--- src/rtl/load_store_unit.sv ---
// RV32I data-memory access stage: one req/gnt/rvalid transaction per load or store.
// Define LSU_MISALIGN_TRAP_EN to reject misaligned half/word accesses with err.
module load_store_unit #(
  parameter int unsigned TIMEOUT = 255
) (
  input  logic        clk,
  input  logic        reset,
  input  logic        start,
  input  logic        mem_WE,
  input  logic [2:0]  mem_MODE,
  input  logic [31:0] addr,
  input  logic [31:0] wdata,
  output logic        busy,
  output logic        done,
  output logic        err,
  output logic [31:0] rdata,
  output logic        dmem_req,
  output logic        dmem_we,
  output logic [31:0] dmem_addr,
  output logic [3:0]  dmem_be,
  output logic [31:0] dmem_wdata,
  input  logic        dmem_gnt,
  input  logic        dmem_rvalid,
  input  logic [31:0] dmem_rdata
);

  typedef enum logic [1:0] {StIdle, StReq, StWait, StDone} state_e;

  localparam logic [8:0] TimeoutW = 9'(TIMEOUT);

  state_e      state_q;
  logic [7:0]  cnt_q;
  logic        we_q;
  logic [2:0]  mode_q;
  logic [1:0]  lane_q;

  logic        illegal, reject, timeout_hit;
  logic [3:0]  be_n;
  logic [31:0] wdata_n, shifted, load_val;

  assign illegal = (mem_MODE[1:0] == 2'b11);

`ifdef LSU_MISALIGN_TRAP_EN
  logic misaligned;
  assign misaligned = ((mem_MODE[1:0] == 2'b01) && addr[0]) ||
                      ((mem_MODE[1:0] == 2'b00) && (addr[1:0] != 2'b00));
  assign reject = illegal | misaligned;
`else
  assign reject = illegal;
`endif

  // Counter value after this edge would reach TIMEOUT.
  assign timeout_hit = ({1'b0, cnt_q} + 9'd1) >= TimeoutW;

  always_comb begin
    be_n    = 4'b1111;
    wdata_n = wdata;
    if (mem_WE) begin
      case (mem_MODE[1:0])
        2'b10: begin
          be_n    = 4'b0001 << addr[1:0];
          wdata_n = {4{wdata[7:0]}};
        end
        2'b01: begin
          be_n    = addr[1] ? 4'b1100 : 4'b0011;
          wdata_n = {2{wdata[15:0]}};
        end
        default: ;
      endcase
    end
  end

  always_comb begin
    shifted  = dmem_rdata >> {lane_q, 3'b000};
    load_val = dmem_rdata;
    case (mode_q[1:0])
      2'b10: load_val = {{24{mode_q[2] & shifted[7]}}, shifted[7:0]};
      2'b01: begin
        if (lane_q[1]) load_val = {{16{mode_q[2] & dmem_rdata[31]}}, dmem_rdata[31:16]};
        else           load_val = {{16{mode_q[2] & dmem_rdata[15]}}, dmem_rdata[15:0]};
      end
      default: ;
    endcase
  end

  always_ff @(posedge clk or negedge reset) begin
    if (!reset) begin
      state_q    <= StIdle;
      cnt_q      <= 8'd0;
      we_q       <= 1'b0;
      mode_q     <= 3'd0;
      lane_q     <= 2'd0;
      busy       <= 1'b0;
      done       <= 1'b0;
      err        <= 1'b0;
      rdata      <= 32'd0;
      dmem_req   <= 1'b0;
      dmem_we    <= 1'b0;
      dmem_addr  <= 32'd0;
      dmem_be    <= 4'd0;
      dmem_wdata <= 32'd0;
    end else begin
      done <= 1'b0;
      err  <= 1'b0;
      case (state_q)
        StIdle, StDone: begin
          if (start) begin
            we_q   <= mem_WE;
            mode_q <= mem_MODE;
            lane_q <= addr[1:0];
            if (reject) begin
              state_q <= StDone;
              done    <= 1'b1;
              err     <= 1'b1;
            end else begin
              state_q    <= StReq;
              cnt_q      <= 8'd0;
              busy       <= 1'b1;
              dmem_req   <= 1'b1;
              dmem_we    <= mem_WE;
              dmem_addr  <= {addr[31:2], 2'b00};
              dmem_be    <= be_n;
              dmem_wdata <= wdata_n;
            end
          end else begin
            state_q <= StIdle;
          end
        end
        StReq: begin
          cnt_q <= cnt_q + 8'd1;
          if (dmem_gnt) begin
            state_q  <= StWait;
            dmem_req <= 1'b0;
          end else if (timeout_hit) begin
            state_q  <= StDone;
            busy     <= 1'b0;
            dmem_req <= 1'b0;
            done     <= 1'b1;
            err      <= 1'b1;
          end
        end
        StWait: begin
          cnt_q <= cnt_q + 8'd1;
          // A response on the timeout edge still completes normally.
          if (dmem_rvalid) begin
            state_q <= StDone;
            busy    <= 1'b0;
            done    <= 1'b1;
            if (!we_q) rdata <= load_val;
          end else if (timeout_hit) begin
            state_q <= StDone;
            busy    <= 1'b0;
            done    <= 1'b1;
            err     <= 1'b1;
          end
        end
        default: state_q <= StIdle;
      endcase
    end
  end

endmodule

--- config.mk ---
export PLATFORM = sky130hd
export DESIGN_NAME = load_store_unit
export DESIGN_NICKNAME = d
export VERILOG_FILES = /design/src/rtl/load_store_unit.sv
export SDC_FILE = /design/constraint.sdc
export NUM_CORES = 1
export LEC_CHECK = 0
export CAP_MARGIN = 20
export CORE_MARGIN = 4
export CORE_UTILIZATION = 40
export DETAILED_ROUTE_END_ITERATION = 12
export PLACE_DENSITY_LB_ADDON = 0.05
export SLEW_MARGIN = 20
export SYNTH_ARGS = -nofsm -noshare
export SYNTH_HDL_FRONTEND = slang
export SYNTH_SLANG_ARGS = --single-unit
--- constraint.sdc ---
create_clock -name clk -period 2.7 [get_ports clk]
set_input_delay 0.54 -clock clk [delete_from_list [all_inputs] [get_ports clk]]
set_output_delay 0.54 -clock clk [all_outputs]
set_load 0.01 [all_outputs]
==> results of run 1 <==
==> registers in the layout, summed over array words and instances, names as in the netlist <==
signal / flops
err: 1
dmem_req: 1
dmem_wdata: 32
dmem_we: 1
rdata: 32
dmem_be: 4
done: 1
cnt_q: 8
state_q: 2
dmem_addr: 30
lane_q: 2
we_q: 1
mode_q: 3
busy: 1
==> cell usage after synthesis (9+ instances only) <==
| cell type | number |
|---|---|
| nor2_1 | 46 |
| nand3_1 | 11 |
| clkbuf_1 | 33 |
| and3_1 | 9 |
| nand2b_1 | 10 |
| a221o_1 | 9 |
| o21ai_0 | 34 |
| inv_1 | 11 |
| ha_1 | 9 |
| a21oi_1 | 65 |
| nand2_1 | 203 |
| dfrtp_1 | 119 |
==> kinds of logic (layout without fill, tap and decap cells) <==
kind of cell             after synthesis  count (layout)
XOR/XNOR                               6               6
AND/OR/NAND/NOR                      297             297
flip-flops                           119             119
other                                  1               2
adder cells (fa/ha/maj)                9               9
AO/OA/AOI/OAI                        148             148
buffers and inverters                 52             265
multiplexers                           6               6
==> per-stage QoR <==
step	hold slack (ns)	cell area (um^2)	instances	setup slack (ns)	total power, mW
after global placement	0.456	7910	1000	0.235	7.74
after CTS	0.182	8510	1032	0.574	10.2
after floorplan	0.244	5630	639	0.839	5.47
final	0.163	8510	1032	0.533	10.1
after global routing	0.210	8510	1032	0.451	10.8
after detailed placement	0.462	7910	1000	0.152	7.85
==> power breakdown <==
| part | internal [mW] | switching [mW] |
|---|---|---|
| clock network | 1.45 | 0.846 |
| registers | 2.62 | 0.498 |
| logic | 2.35 | 2.31 |
==> metal layers <==
| layer | track usage (%) | up-vias | part of all wire, % |
|---|---|---|---|
| met4 | 8.45 | 0 | 2.7 |
| li1 | - | 2549 | - |
| met5 | 0 | - | 0 |
| met3 | 6.19 | 29 | 7.4 |
| met2 | 32.9 | 188 | 46 |
| met1 | 27.6 | 2408 | 44 |
==> worst paths after layout <==
kind / end / slack (ns)
max: dmem_wdata[23] / 0.53
min: rdata[1] / 0.16
max reg2reg: rdata[1] / 0.55
min reg2reg: dmem_wdata[0] / 0.47
max in group asynchronous: rdata[13] / 1.71
min in group clk: dmem_wdata[0] / 0.47
==> final cells by class <==
cell class / instances / area [um^2]
fill: 1197 / 5320
clock buffer: 17 / 425
tap: 180 / 225
sequential: 119 / 2980
multi-input combinational: 468 / 2440
clock inverter: 15 / 180
timing repair buffer: 222 / 2220
inverter: 11 / 41.3
==> impl_metrics.yaml, run 1 <==
die:
  design.portCount: 210
  placementRows: 43
  die_y_um: 127
  die-area_um2: 16000
  start_util_pct: 40.7
  core_area_um2: 13800
  floorplan.die.width_um: 127
setup_path:
  crit_type: "input pin to register"
  setup.worst_path.start: "mem_MODE[0]"
  ff2ff_path_depth: 6
  timing.critical_path.required_ns: 2.99
  timing.critical_path.slowest_cell_delay_ns: 0.53
  worst-endpoint-arrival_ns: 2.46
  critical_path_depth: 6
  critPathTopFamily: "simple AND/OR/NAND/NOR gates"
  number_of_buffers_and_inverters_on_the_critical_path: 2
  critical_path.endpoint_type: "register"
  cp_cell_sequence: "clkdlybuf4s50_1, inv_1, ha_1, nand2b_1, and3_1, a221o_1"
  worstPathMaxFanout: 15
  startpoint_type: "input pin"
  critical_path.slowest_cell: "clkdlybuf4s50_1"
  r2r_start: "mode_q[0]"
logic_synthesis:
  yosysUniqueCellTypes: 46
  synth_async_sr_flop_share_pct: 100
  synth_edf_count: 0
  yosys.area.top_type: "dfrtp_1"
  post-synth-top-area-fraction_pct: 53.0
  synth_xor_xnor_area_share_pct: 0.935
  mappedNetlistArea_um2: 5620
  synth_top_family_by_area: "simple AND/OR/NAND/NOR gates"
  postSynthCellCount: 638
  synth.area.mux_share_pct: 1.38
  synth_adder_area_share_pct: 2.00
  simple_gate_fraction_of_synth_area_pct: 22.0
  synth-seq-cells: 119
  synth_area_in_compound_gates_pct: 16.8
  post_synth_main_area_contributors: "dfrtp_1 (53%), nand2_1 (14%), a21oi_1 (5.8%)"
  synth_sequential_area_ratio_pct: 53.0
  synth.yosys.warnings: 0
  synth_area_per_cell_um2: 8.81
  synth_ff_type: "dfrtp_1"
timing:
  final_max_slew_viol_count: 0
  tns_ns: 0
  fmaxAchievable_mhz: 461
  final_worst_clock_skew_ns: 0.00721
  worst_slew_pin_slew_ns: 0.689
  layout_worst_path_cycle_share_pct: 80.3
  worst_slew_margin_rel_pct: 54.1
  setup_viol: 0
  finalHoldViolations: 0
  grt_setup_unrepaired: "no"
  post-route-min-period_ns: 2.17
route:
  detail_route.vias_per_cell: 5.01
  dr_total_vias: 5174
  first_pass_iters: 5
  post_drt_wl_per_cell_um: 16.3
  drc: 0
  routed_wirelength_um: 16800
  ant_nets: 0
  initialDrtViolationCount: 348
global_routing:
  maximum_number_of_pins_on_one_net_before_global_route_repair: 58
  grt_first_pass_wirelength_um: 26900
  globalRoute.totalOverflow: 0
  number_of_global_route_vias_before_repair: 5164
  number_of_antenna_violations_at_the_first_check_in_global_routing: 0
  grtUsageTotal_pct: 21.0
power_and_ir_drop:
  p_per_area_nw_per_um2: 1180
  leakagePower_nw: 3.80
  ir_drop_v: 0.000523
clock_tree:
  worst_setup_hold_path_clk_slew_ns: 0.05
  cts_hold_repair.buffers: 0
  cts_post_setup_buffers_inserted: 0
  clock_tree_root_buffer_cell: "clkbuf_16"
  clock_tree.htree_level_count: 4
  tritoncts: "yes"
  clk_path_buf_depth: 2
  clk-insertion-delay-late_ns: 0.42
  cts_inserted_buffers: 17
  post_cts.resized_instances: 0
  numClockSinks: 119
hold_path:
  hp-class: "input pin to async pin"
cells_and_area:
  layout-drive-gt1-share_pct: 7.16
  finish.net_count: 953
  antenna-diode-count: 0
  area.growth.synth_to_final_pct: 51.4
  post-route-util_pct: 61.6
  layout_common_cells: "clkdlybuf4s50_1 (206), nand2_1 (203), dfrtp_1 (119), a21oi_1 (65), nor2_1 (45)"
  layout_commonest_cell: "clkdlybuf4s50_1"
status:
  run_status: "complete, no violations"
run:
  timing.max_cap.violations: 0
placed_design:
  routabilityCongestion: 0.838
  place.port_buffers: 207
  hpwl_um: 12400
(Power assumes the default switching activity.)
==> run 2, diff against run 1 <==
==> constraint.sdc (replaced) <==
create_clock -name clk -period 1.8 [get_ports clk]
set_input_delay 0.36 -clock clk [delete_from_list [all_inputs] [get_ports clk]]
set_output_delay 0.36 -clock clk [all_outputs]
set_load 0.01 [all_outputs]
==> impl_metrics.yaml, run 2 (synthesized netlist as in run 1, its figures left out) <==
timing:
  worst_slew_pin_slew_ns: 0.672
  setup_viol: 5
  fin_ws_ns: -0.106
  final_max_slew_viol_count: 0
  tns_ns: -0.322
  grt_setup_unrepaired: "yes"
  finalHoldViolations: 5
  post-route-min-period_ns: 1.91
  worst_slew_margin_rel_pct: 55.2
  layout_worst_path_cycle_share_pct: 106
  hold-worst-slack_ns: -0.0194
  final_worst_clock_skew_ns: 0.00504
  fmaxAchievable_mhz: 525
die:
  die-area_um2: 16000
  core_area_um2: 13800
  floorplan.die.width_um: 127
  design.portCount: 210
  placementRows: 43
  die_y_um: 127
  start_util_pct: 40.7
route:
  first_pass_iters: 5
  dr_total_vias: 5399
  routed_wirelength_um: 16900
  ant_nets: 0
  post_drt_wl_per_cell_um: 15.9
  detail_route.vias_per_cell: 5.07
  drc: 0
  initialDrtViolationCount: 323
placed_design:
  routabilityCongestion: 0.819
  place.port_buffers: 207
  placedInstanceArea_um2: 8210
  placed_cells_incl_taps: 1030
  hpwl_um: 12400
cells_and_area:
  area.growth.synth_to_final_pct: 58.3
  layoutNonFillerInstCount: 1064
  reg_top3: "dmem_wdata x32, rdata x32, dmem_addr x30"
  multiInputGateArea_um2: 2530
  area_of_all_sequential_standard_cells_um2: 2980
  fillers: 1155
  antenna-diode-count: 0
  layout_commonest_cell: "clkdlybuf4s50_1"
  layout-drive-gt1-share_pct: 12.2
  finish.net_count: 986
  layout_common_cells: "clkdlybuf4s50_1 (206), nand2_1 (203), dfrtp_1 (118), a21oi_1 (65), nor2_1 (41)"
  post-route-util_pct: 64.4
  layout.cell_area.non_filler_um2: 8900
run:
  timing.max_cap.violations: 0
clock_tree:
  worst_setup_hold_path_clk_slew_ns: 0.05
  clock_tree.htree_level_count: 4
  numClockSinks: 119
  tritoncts: "yes"
  cts_hold_repair.buffers: 0
  cts_inserted_buffers: 17
  clk_path_buf_depth: 2
  clk-insertion-delay-late_ns: 0.41
  clock_tree_root_buffer_cell: "clkbuf_16"
global_routing:
  grt_first_pass_wirelength_um: 27400
  number_of_global_route_vias_before_repair: 5448
  grtUsageTotal_pct: 21.3
  number_of_antenna_violations_at_the_first_check_in_global_routing: 0
  globalRoute.totalOverflow: 0
  maximum_number_of_pins_on_one_net_before_global_route_repair: 120
setup_path:
  startpoint_type: "register"
  ff2ff_path_depth: 7
  worst-endpoint-arrival_ns: 2.20
  crit-reg2reg-capture: "busy"
  critical_path.endpoint_type: "register"
  timing.reg2reg.setup_slack_ns: -0.11
  crit_type: "register to register"
  timing.critical_path.required_ns: 2.09
  worstPathMaxFanout: 5
  r2r_start: "cnt_q[1]"
status:
  failing_checks: "negative hold slack, negative setup slack"
  run_status: "finished with violations"
power_and_ir_drop:
  ir_drop_v: 0.000846
  leakagePower_nw: 3.99
  p_per_area_nw_per_um2: 1740
hold_path:
  hp-class: "input pin to async pin"
[run 2: cell count changes in the layout (fill, tap and decap cells not counted), moves of 2 or more]
cell	previous run	this run
nor2b_1	7	5
ha_4	0	3
nor2_2	0	4
nor2_1	45	41
ha_1	9	6
buf_6	0	4
buf_4	13	37
buf_12	3	8
nor2b_2	0	2
[run 2: per-stage QoR]
step           setup WS, ns  power [mW]
6_report             -0.106        15.5
5_1_grt              -0.175        16.6
4_1_cts             -0.0739        15.6
3_5_place_dp         -0.411        12.1
3_3_place_gp         -0.349        12.0
2_1_floorplan        0.0346        8.24
[run 2: where the power goes]
part	internal [mW]	leakage (nW)	switching (mW)
Clock	2.06	0.267	1.20
Sequential	3.93	1.45	0.742
Combinational	3.95	2.27	3.65
Total	9.94	3.99	5.59
[run 2: how the worst max path moves through the flow]
stage / from / to / depth (start not counted)
floorplan: state_q[0] / dmem_wdata[16] / 7
global placement: mem_MODE[0] / dmem_wdata[22] / 7
detailed placement: mem_MODE[0] / dmem_wdata[21] / 7
CTS: cnt_q[1] / busy / 7
global route: cnt_q[0] / busy / 8
finish: cnt_q[1] / busy / 7
[run 2: critical path, stage by stage (launching register included)]
cell and delay [ns]:
dfrtp_1 0.41, buf_6 0.15, and2_4 0.16, mux2i_4 0.18
a2111oi_4 0.45, buf_4 0.21, a221o_1 0.15, a21oi_1 0.07
[run 2: area by class of cell]
class                           instances  area share (%)
Inverter                               11           0.464
Clock inverter                         12            1.46
Sequential cell                       119            33.5
Multi-Input combinational cell        468            28.5
Tap cell                              180            2.53
Clock buffer                           19            4.98
Timing Repair Buffer                  255            28.6
[run 2: timing repair]
item                                    CTS  global route
gates resized for setup                  16             8
endpoints found under the setup margin   17            82
pin swaps                                 8             2
hold endpoints to repair                  0             0
setup buffers                             2             1
[run 2: per-layer routing]
layer / routed length (um) / GRT usage [%]
met3: 1150 / 6.27
met5: 0 / 0
met1: 7400 / 27.2
met2: 7920 / 34.3
met4: 403 / 7.76
==> run 3, diff against run 2 <==
==> constraint.sdc (replaced) <==
create_clock -name clk -period 2.3 [get_ports clk]
set_input_delay 0.46 -clock clk [delete_from_list [all_inputs] [get_ports clk]]
set_output_delay 0.46 -clock clk [all_outputs]
set_load 0.01 [all_outputs]
==> impl_metrics.yaml, run 3 (synthesized netlist as in run 1, its figures left out) <==
cells_and_area:
  post-route-util_pct: 61.9
  layout-drive-gt1-share_pct: 7.67
  finish.net_count: 961
  antenna-diode-count: 0
  reg_top3: "dmem_wdata x32, rdata x32, dmem_addr x30"
  area.growth.synth_to_final_pct: 52.2
  layout_common_cells: "clkdlybuf4s50_1 (206), nand2_1 (203), dfrtp_1 (119), a21oi_1 (65), nor2_1 (45)"
  layout_commonest_cell: "clkdlybuf4s50_1"
setup_path:
  timing.critical_path.required_ns: 2.59
  startpoint_type: "register"
  worst-endpoint-arrival_ns: 2.35
  crit_type: "register to register"
  critical_path.endpoint_type: "register"
  worstPathMaxFanout: 8
die:
  placementRows: 43
  start_util_pct: 40.7
  die_y_um: 127
  floorplan.die.width_um: 127
  die-area_um2: 16000
  design.portCount: 210
  core_area_um2: 13800
route:
  routed_wirelength_um: 17100
  detail_route.vias_per_cell: 5.12
  drc: 0
  first_pass_iters: 4
  post_drt_wl_per_cell_um: 16.4
  initialDrtViolationCount: 400
  ant_nets: 0
  dr_total_vias: 5329
power_and_ir_drop:
  ir_drop_v: 0.000580
  power.clock.fraction_pct: 21.6
  seq_power_share_pct: 31.3
  power_frac_comb_pct: 47.1
  power.share.switching_pct: 36.2
  leakagePower_nw: 3.86
  power_switching_mw: 4.27
  intPower_mw: 7.51
  p_per_area_nw_per_um2: 1380
timing:
  fmaxAchievable_mhz: 486
  layout_worst_path_cycle_share_pct: 89.5
  setup_viol: 0
  final_max_slew_viol_count: 0
  worst_slew_pin_slew_ns: 0.651
  fin_ws_ns: 0.241
  finalHoldViolations: 0
  hold-worst-slack_ns: 0.0198
  worst_slew_margin_rel_pct: 56.3
  final_worst_clock_skew_ns: 0.00464
  post-route-min-period_ns: 2.06
  grt_setup_unrepaired: "no"
status:
  run_status: "complete, no violations"
clock_tree:
  post_cts.resized_instances: 0
  worst_setup_hold_path_clk_slew_ns: 0.05
  numClockSinks: 119
  cts_hold_repair.buffers: 0
  cts_post_setup_buffers_inserted: 0
  clk-insertion-delay-late_ns: 0.40
  cts_inserted_buffers: 17
  clock_tree.htree_level_count: 4
  clock_tree_root_buffer_cell: "clkbuf_16"
  clk_path_buf_depth: 2
  tritoncts: "yes"
run:
  timing.max_cap.violations: 0
hold_path:
  hp-class: "input pin to async pin"
global_routing:
  maximum_number_of_pins_on_one_net_before_global_route_repair: 51
  grtUsageTotal_pct: 21.4
  number_of_global_route_vias_before_repair: 5406
  globalRoute.totalOverflow: 0
  number_of_antenna_violations_at_the_first_check_in_global_routing: 0
  grt_first_pass_wirelength_um: 27300
placed_design:
  dpl_worst_slack_ns: -0.0662
  routabilityCongestion: 0.836
  hpwl_um: 12700
  place.port_buffers: 207
[run 3: changes by cell type in the layout (fill, tap and decap cells not counted), sizes merged]
| cell | before | now |
|---|---|---|
| clkbuf | 19 | 22 |
| clkinvlp | 5 | 1 |
| buf | 49 | 24 |
| clkinv | 5 | 7 |
[run 3: worst max-delay path, stage by stage, from the launching register on]
cell and delay (ns):
dfrtp_1 0.45, ha_1 0.33, nor2b_1 0.14, mux2i_1 0.11
a2111oi_4 0.50, a21oi_1 0.13, o31ai_1 0.29
[run 3: metrics by stage]
step | std cells | setup TNS [ns] | total power, mW | instance area (um^2)
finish | 1040 | 0 | 11.8 | 8560
detailed placement | 1008 | -0.414 | 9.30 | 7990
global route | 1040 | 0 | 12.6 | 8560
CTS | 1040 | 0 | 11.9 | 8560
floorplan | 639 | 0 | 6.42 | 5630
global placement | 1008 | 0 | 9.14 | 7990
[run 3: final cells by class]
cell class	count	area, um^2
fill	1192	5270
sequential	119	2980
multi-input combinational	468	2440
timing repair buffer	230	2300
clock buffer	22	464
tap	180	225
clock inverter	10	103
inverter	11	41.3
[run 3: layer usage]
layer	global-route usage [%]	vias up	routed length, um
li1	-	2563	-
met1	27.1	2554	7330
met2	34.6	179	8240
met3	6.15	33	1150
met4	8.58	0	393
met5	0	-	0
[run 3: worst paths after layout]
path | from | end | slack, ns | depth (start not counted)
max | cnt_q[0] | err | 0.24 | 6
max in group asynchronous | reset | dmem_wdata[3] | 1.66 | 2
min in group clk | dmem_wdata[4] | dmem_wdata[4] | 0.47 | 2
max reg2reg | cnt_q[0] | err | 0.24 | 6
min | reset | rdata[1] | 0.02 | 1
min reg2reg | dmem_wdata[4] | dmem_wdata[4] | 0.47 | 2
[run 3: power by group through the flow]
stage               logic (mW)  registers [mW]  clock network, mW
finish                    5.55            3.69               2.54
global route              6.07            3.82               2.69
CTS                       5.60            3.70               2.59
detailed placement        5.59            3.72                  0
global placement          5.46            3.68                  0
floorplan                 2.40            4.02                  0
